==> src/rtl/guess_controller.sv <==
// guess_controller: round control for the guessing game. Consumes debounced
// button pulses, draws a secret from a free-running LFSR, tracks the guess and
// remaining tries, and drives registered hint/win/lose indications.
module guess_controller #(
    parameter int unsigned WIDTH     = 4,
    parameter int unsigned MAX_TRIES = 7,
    parameter logic [7:0]  LFSR_SEED = 8'hA5
) (
    input  logic             clk,
    input  logic             rst,
    input  logic             start,
    input  logic             up,
    input  logic             down,
    input  logic             enter,
    output logic [WIDTH-1:0] guess,
    output logic [WIDTH-1:0] secret,
    output logic [3:0]       tries_left,
    output logic             hint_high,
    output logic             hint_low,
    output logic             win,
    output logic             lose
);

    localparam int unsigned TRIES_W = 4;
    localparam logic [TRIES_W-1:0] TRIES_INIT = TRIES_W'(MAX_TRIES);
    localparam logic [WIDTH-1:0]   GUESS_MAX  = {WIDTH{1'b1}};
    localparam logic [WIDTH-1:0]   GUESS_MIN  = {WIDTH{1'b0}};

    typedef enum logic [1:0] {
        IDLE = 2'd0,
        PLAY = 2'd1,
        WIN  = 2'd2,
        LOSE = 2'd3
    } state_t;

    state_t             state_q, state_n;
    logic [7:0]         lfsr_q, lfsr_n;
    logic [WIDTH-1:0]   guess_n, secret_n;
    logic [TRIES_W-1:0] tries_n;
    logic               hint_high_n, hint_low_n, win_n, lose_n;
    logic               lfsr_fb;

    // State and output registers; synchronous reset overrides every input.
    always_ff @(posedge clk) begin
        if (rst) begin
            state_q    <= IDLE;
            lfsr_q     <= LFSR_SEED;
            guess      <= '0;
            secret     <= '0;
            tries_left <= '0;
            hint_high  <= 1'b0;
            hint_low   <= 1'b0;
            win        <= 1'b0;
            lose       <= 1'b0;
        end else begin
            state_q    <= state_n;
            lfsr_q     <= lfsr_n;
            guess      <= guess_n;
            secret     <= secret_n;
            tries_left <= tries_n;
            hint_high  <= hint_high_n;
            hint_low   <= hint_low_n;
            win        <= win_n;
            lose       <= lose_n;
        end
    end

    // Next-state and next-output logic; priority start > enter > up/down.
    always_comb begin
        state_n     = state_q;
        guess_n     = guess;
        secret_n    = secret;
        tries_n     = tries_left;
        hint_high_n = hint_high;
        hint_low_n  = hint_low;
        win_n       = win;
        lose_n      = lose;

        lfsr_fb = lfsr_q[7] ^ lfsr_q[5] ^ lfsr_q[4] ^ lfsr_q[3];
        lfsr_n  = {lfsr_q[6:0], lfsr_fb};

        if (start) begin
            secret_n    = lfsr_q[WIDTH-1:0];
            guess_n     = '0;
            tries_n     = TRIES_INIT;
            hint_high_n = 1'b0;
            hint_low_n  = 1'b0;
            win_n       = 1'b0;
            lose_n      = 1'b0;
            state_n     = PLAY;
        end else if (state_q == PLAY) begin
            if (enter) begin
                if (guess == secret) begin
                    win_n       = 1'b1;
                    hint_high_n = 1'b0;
                    hint_low_n  = 1'b0;
                    state_n     = WIN;
                end else begin
                    hint_high_n = (guess > secret);
                    hint_low_n  = (guess < secret);
                    if (tries_left != '0) begin
                        tries_n = tries_left - TRIES_W'(1);
                    end
                    if (tries_left <= TRIES_W'(1)) begin
                        lose_n  = 1'b1;
                        state_n = LOSE;
                    end
                end
            end else if (up && !down) begin
                if (guess != GUESS_MAX) begin
                    guess_n = guess + WIDTH'(1);
                end
            end else if (down && !up) begin
                if (guess != GUESS_MIN) begin
                    guess_n = guess - WIDTH'(1);
                end
            end
        end
    end

endmodule

==> config.mk <==
export PLATFORM = sky130hd
export DESIGN_NAME = guess_controller
export DESIGN_NICKNAME = d
export VERILOG_FILES = /design/src/rtl/guess_controller.sv
export SDC_FILE = /design/constraint.sdc
export NUM_CORES = 1
export LEC_CHECK = 0
export ABC_AREA = 1
export CAP_MARGIN = 20
export CORE_UTILIZATION = 46
export DETAILED_ROUTE_END_ITERATION = 6
export PLACE_DENSITY = 0.72
export SYNTH_ARGS = -nofsm -noshare
export SYNTH_HDL_FRONTEND = slang
export SYNTH_SLANG_ARGS = --single-unit
==> constraint.sdc <==
create_clock -name clk -period 1.43 [get_ports clk]
set_input_delay 0.143 -clock clk [delete_from_list [all_inputs] [get_ports clk]]
set_output_delay 0.143 -clock clk [all_outputs]
set_load 0.01 [all_outputs]
After elaboration in Yosys (flattened, before gate mapping) --
Index checks and enable logic that the tools add are counted.
Cells by class: order comparisons 3, equality and inequality tests 5, add/sub/neg operators 3, reduce and logical (&&, ||, !) cells 22, bitwise operators 5, multiplexer cells 16
Operators by type and width (count):
- 4-bit two-way mux | 4
- 3-bit two-way mux | 5
- 4-bit AND reduction | 3
- 2-bit nonzero test | 6
- 3-bit AND reduction | 3
- 4-bit nonzero test | 2
- 4-bit by 1-bit subtractor with 4-bit output (second input constant) | 2
- 1-bit two-way mux | 5
- 5-bit AND reduction | 1
- 4-bit by 1-bit adder with 4-bit output (second input constant) | 1
- 4-bit equality test | 1
- 4-bit greater-than comparator | 1
- 4-bit by 1-bit less-or-equal comparator with 1-bit output (second input constant) | 1
- 4-bit < comparator | 1
- 2-bit two-way mux | 2
- 4-bit inequality test (second input constant) | 1
- 3-bit nonzero test | 1
- 1-bit XOR | 3
- 2-bit by 1-bit equality test with 1-bit output (second input constant) | 1
- 1-bit logical AND | 2
- 1-bit zero test | 2
- 2-bit by 1-bit inequality test with 1-bit output (second input constant) | 1
- 2-bit inequality test (second input constant) | 1
- 1-bit NOT | 2
- other kinds (2) | 2
Storage, ports and cells: input bits 6, bits in registers 26, output and inout port bits 16

Longest topological paths before layout --
depth in word-level cells 6, depth in mapped cells 12

Worst setup path before layout --
No wires, ideal clock.
path type reg-to-reg, start point reg guess[0], end point reg tries_left[3], period minus slack after synthesis 1.483 ns, arrival time 1.419 ns, cell stages (with the launch flop) 12, required time 1.366 ns, buffers on the path 0, setup slack -0.053 ns, cell sequence dfxtp_1 inv_1 ha_1 nand2_1 nor2_4 nor2_4 nand2_4 nor2_4 nand2_1 nand2_1 inv_1 nor2_1
Between the ends: word-level cells in the longest chain between the ends 3
Ends and longest elaborated chain:
- from (decl) | line 15 | output logic [WIDTH-1:0] guess,
- from (signal assigned) | line 58 | guess <= guess_n;
- 4-bit equality test | line 93 | if (guess == secret) begin
- 1-bit NOT (no line)
- 4-bit AND reduction (no line)
- to (signal assigned) | line 60 | tries_left <= tries_n;
- to (decl) | line 17 | output logic [3:0] tries_left,
No other way between the ends. A chain may end at the register's enable or synchronous reset.

Worst setup path in the final report --
start point reg tries_left[1], end point out tries_left[1]
No word-level cell between the ends.

==> flow_summary.yaml <==
power_and_ir_drop:
  netSwitchingPower_uw: 434.1
  power.leakage_nw: 0.8504
  p_int_mw: 1.220
  switching_share: 0.2625
  p_comb_frac: 0.211
  p_clk_frac: 0.304
  power_frac_seq: 0.486
  ir_drop_v: 0.0006875
  pwr_density_cell_mw_per_mm2: 920.0
worst_setup_path:
  critical-path-slowest-cell: "clkdlybuf4s50_1"
  crit_type: "reg2out"
  cp-end-kind: "output pin"
  cp_cell_sequence: "clkdlybuf4s50_1"
  critPathMaxFanout: 4
  critPathRequiredTime_ps: 1290
  path_buf_inv: 1
  path_delay_family: "buffers and inverters"
  crit_arrival_ps: 1260
  cp-start-kind: "register"
  cp_slowest_stage_delay_ps: 550
  rrSetupSlack_ps: 40
final_layout:
  drive_gt1_frac: 0.2850
  final_common_cell: "nand2_1"
  finish.instance_area_mm2: 0.001798
  fin_cells: 237
  fin_nets: 224
  mostFrequentLayoutCells: "34 x nand2_1, 23 x inv_1, 17 x dfxtp_1"
  antenna_cells: 0
  area_growth_pct: 39.11
sta:
  skew_ps: 4.232
  fin_crit_sh: 0.9812
  hold_viol_final: 0
  fmax_ghz: 0.7127
  slew-limit-headroom: 0.7910
  worst_slew_pin_slew_ps: 312.3
  whs_ps: 427.2
  setup_viol: 0
  slew_violations: 0
  rsz0062_at_grt: "true"
  finalCriticalPeriod_ps: 1403
floorplan:
  die_h_um: 55.01
  die_x_um: 55.01
  die_area_mm2: 0.003026
  fp-row-count: 18
  initial_core_util: 0.5034
  core_area_mm2: 0.002567
  io_pins: 22
logic_synthesis:
  synth_compound_area_frac: 0.1026
  synth_seq_area_share: 0.4027
  synth_nets: 186
  synth_top_family_by_area: "simple AND/OR/NAND/NOR gates"
  yosys.area_share.simple: 0.2720
  netlist_area_mm2: 0.001292
  synth-seq-cells: 26
  avgSynthCellArea_um2: 7.603
  syn_inst: 170
  synthAdderAreaFrac: 0.09681
  synth.area.mux_share: 0
  synth-edff-count: 0
  ys.flop_type: "dfxtp_1"
  ys.warnings.count: 0
  yosysUniqueCellTypes: 26
  synth-xor-area-share: 0.02711
  ys_async_sr_fraction: 0
route:
  firstDrtPassIters: 4
  drt_iter0_markers: 13
  wl_per_cell_um: 12.15
  wl_um: 2879
  via_per_inst: 4.907
  drc_errors: 0
  vias: 1163
  final_antenna_net_count: 0
global_routing:
  grt_start_max_net_pins: 16
  grt_antenna_before_repair: 0
  grt.total_usage: 0.1943
  grt_pass1_vias: 994
  grt_pass1_wl_um: 4188
  overflow: 0
placement:
  dpl_cell_area_mm2: 0.001613
  gp_congestion: 0.7298
  dp_cells: 230
  hpwl_um: 2028
  port_buffers: 21
clock_tree:
  ctsLongestPathBuffers: 2
  h-tree-depth: 1
  path_clk_slew_ps: 140
  cts-root-buf: "clkbuf_4"
  cts_tree: "built"
  cts_hold_buf: 0
  numCtsBuffers: 3
  cts.sinks: 26
  clk_latency_ps: 320
job:
  maxCapViolCount: 0
hold_path:
  hp-class: "reg2reg"
status:
  outcome: "complete, no violations"
sequential cells by signal (all words and copies together) (netlist names):
| signal | cells |
|---|---|
| state_q | 2 |
| lose | 1 |
| tries_left | 4 |
| secret | 4 |
| hint_low | 1 |
| lfsr_q | 8 |
| win | 1 |
| guess | 4 |
| hint_high | 1 |
cell families (layout without fill, tap and decap cells):
group                    Yosys count  after routing
adder cells (fa/ha/maj)           10             10
flip-flops                        26             26
AO/OA/AOI/OAI                     24             24
XOR/XNOR                           4              4
AND/OR/NAND/NOR                   72             72
buffers and inverters             34             71
power by group through the flow:
stage / Combinational, mW / Sequential (mW) / Clock [mW]
after floorplan: 0.177 / 0.824 / 0
after global placement: 0.296 / 0.814 / 0
after detailed placement: 0.306 / 0.815 / 0
after CTS: 0.326 / 0.801 / 0.509
after global routing: 0.383 / 0.810 / 0.536
final: 0.348 / 0.803 / 0.502
synth_stat cells (all sizes together) (2+ instances only):
cell type  count  area [um^2]
o21ai          2        10.01
a21oi         17        85.08
xnor2          3        26.28
nor2          18        90.08
dfxtp         26        520.5
or2            4        25.02
ha            10        125.1
nand2         39        153.9
nand4          2        12.51
nand3          7        52.55
inv           32        120.1
path summary, 6_finish.rpt:
check / startpoint / endpoint / cells past startpoint
worst max register to register: guess[1] / guess[2] / 8
worst min register to register: lfsr_q[2] / lfsr_q[3] / 2
worst min-delay path: lfsr_q[2] / lfsr_q[3] / 2
worst max-delay path: tries_left[1] / tries_left[1] / 1
routing by layer:
layer | vias up | track usage | part of all wire
met2 | 20 | 0.3514 | 0.50
met5 | - | 0 | 0
met1 | 536 | 0.2206 | 0.46
met4 | 0 | 0.06667 | 0.0052
li1 | 605 | - | -
met3 | 2 | 0.04645 | 0.034
final cells by class:
| class | instances | area (um^2) |
|---|---|---|
| fill | 209 | 769.5 |
| multi-input combinational | 110 | 740.7 |
| sequential | 26 | 534.3 |
| timing repair buffer | 34 | 309.0 |
| inverter | 33 | 123.9 |
| tap | 30 | 37.54 |
| clock inverter | 1 | 30.03 |
| clock buffer | 3 | 22.52 |
metrics by stage:
stage	utilization	power [mW]	setup TNS, ps	setup WS, ps
after floorplan	-	1.002	0	14.81
after global placement	0.6282	1.110	-1105	-319.6
after detailed placement	0.6282	1.121	-1306	-378.1
after CTS	0.6613	1.636	0	0.8147
after global routing	0.7003	1.729	-151.9	-38.71
final	0.7003	1.654	0	26.84
timing repair:
| item | 4_1_cts | 5_1_grt |
|---|---|---|
| resized for setup | 18 | 20 |
| pin swaps | 2 | 9 |
| setup buffers | 1 | 2 |
| setup endpoints to repair | 12 | 14 |
tightest hold or removal path: cells and delay by family (launching register included):
kind / cells / cell delay [ps]
buf+inv: 1 / 40
flops: 1 / 320
simple gates: 1 / 40
No activity file was read; power rests on OpenSTA's default activity.
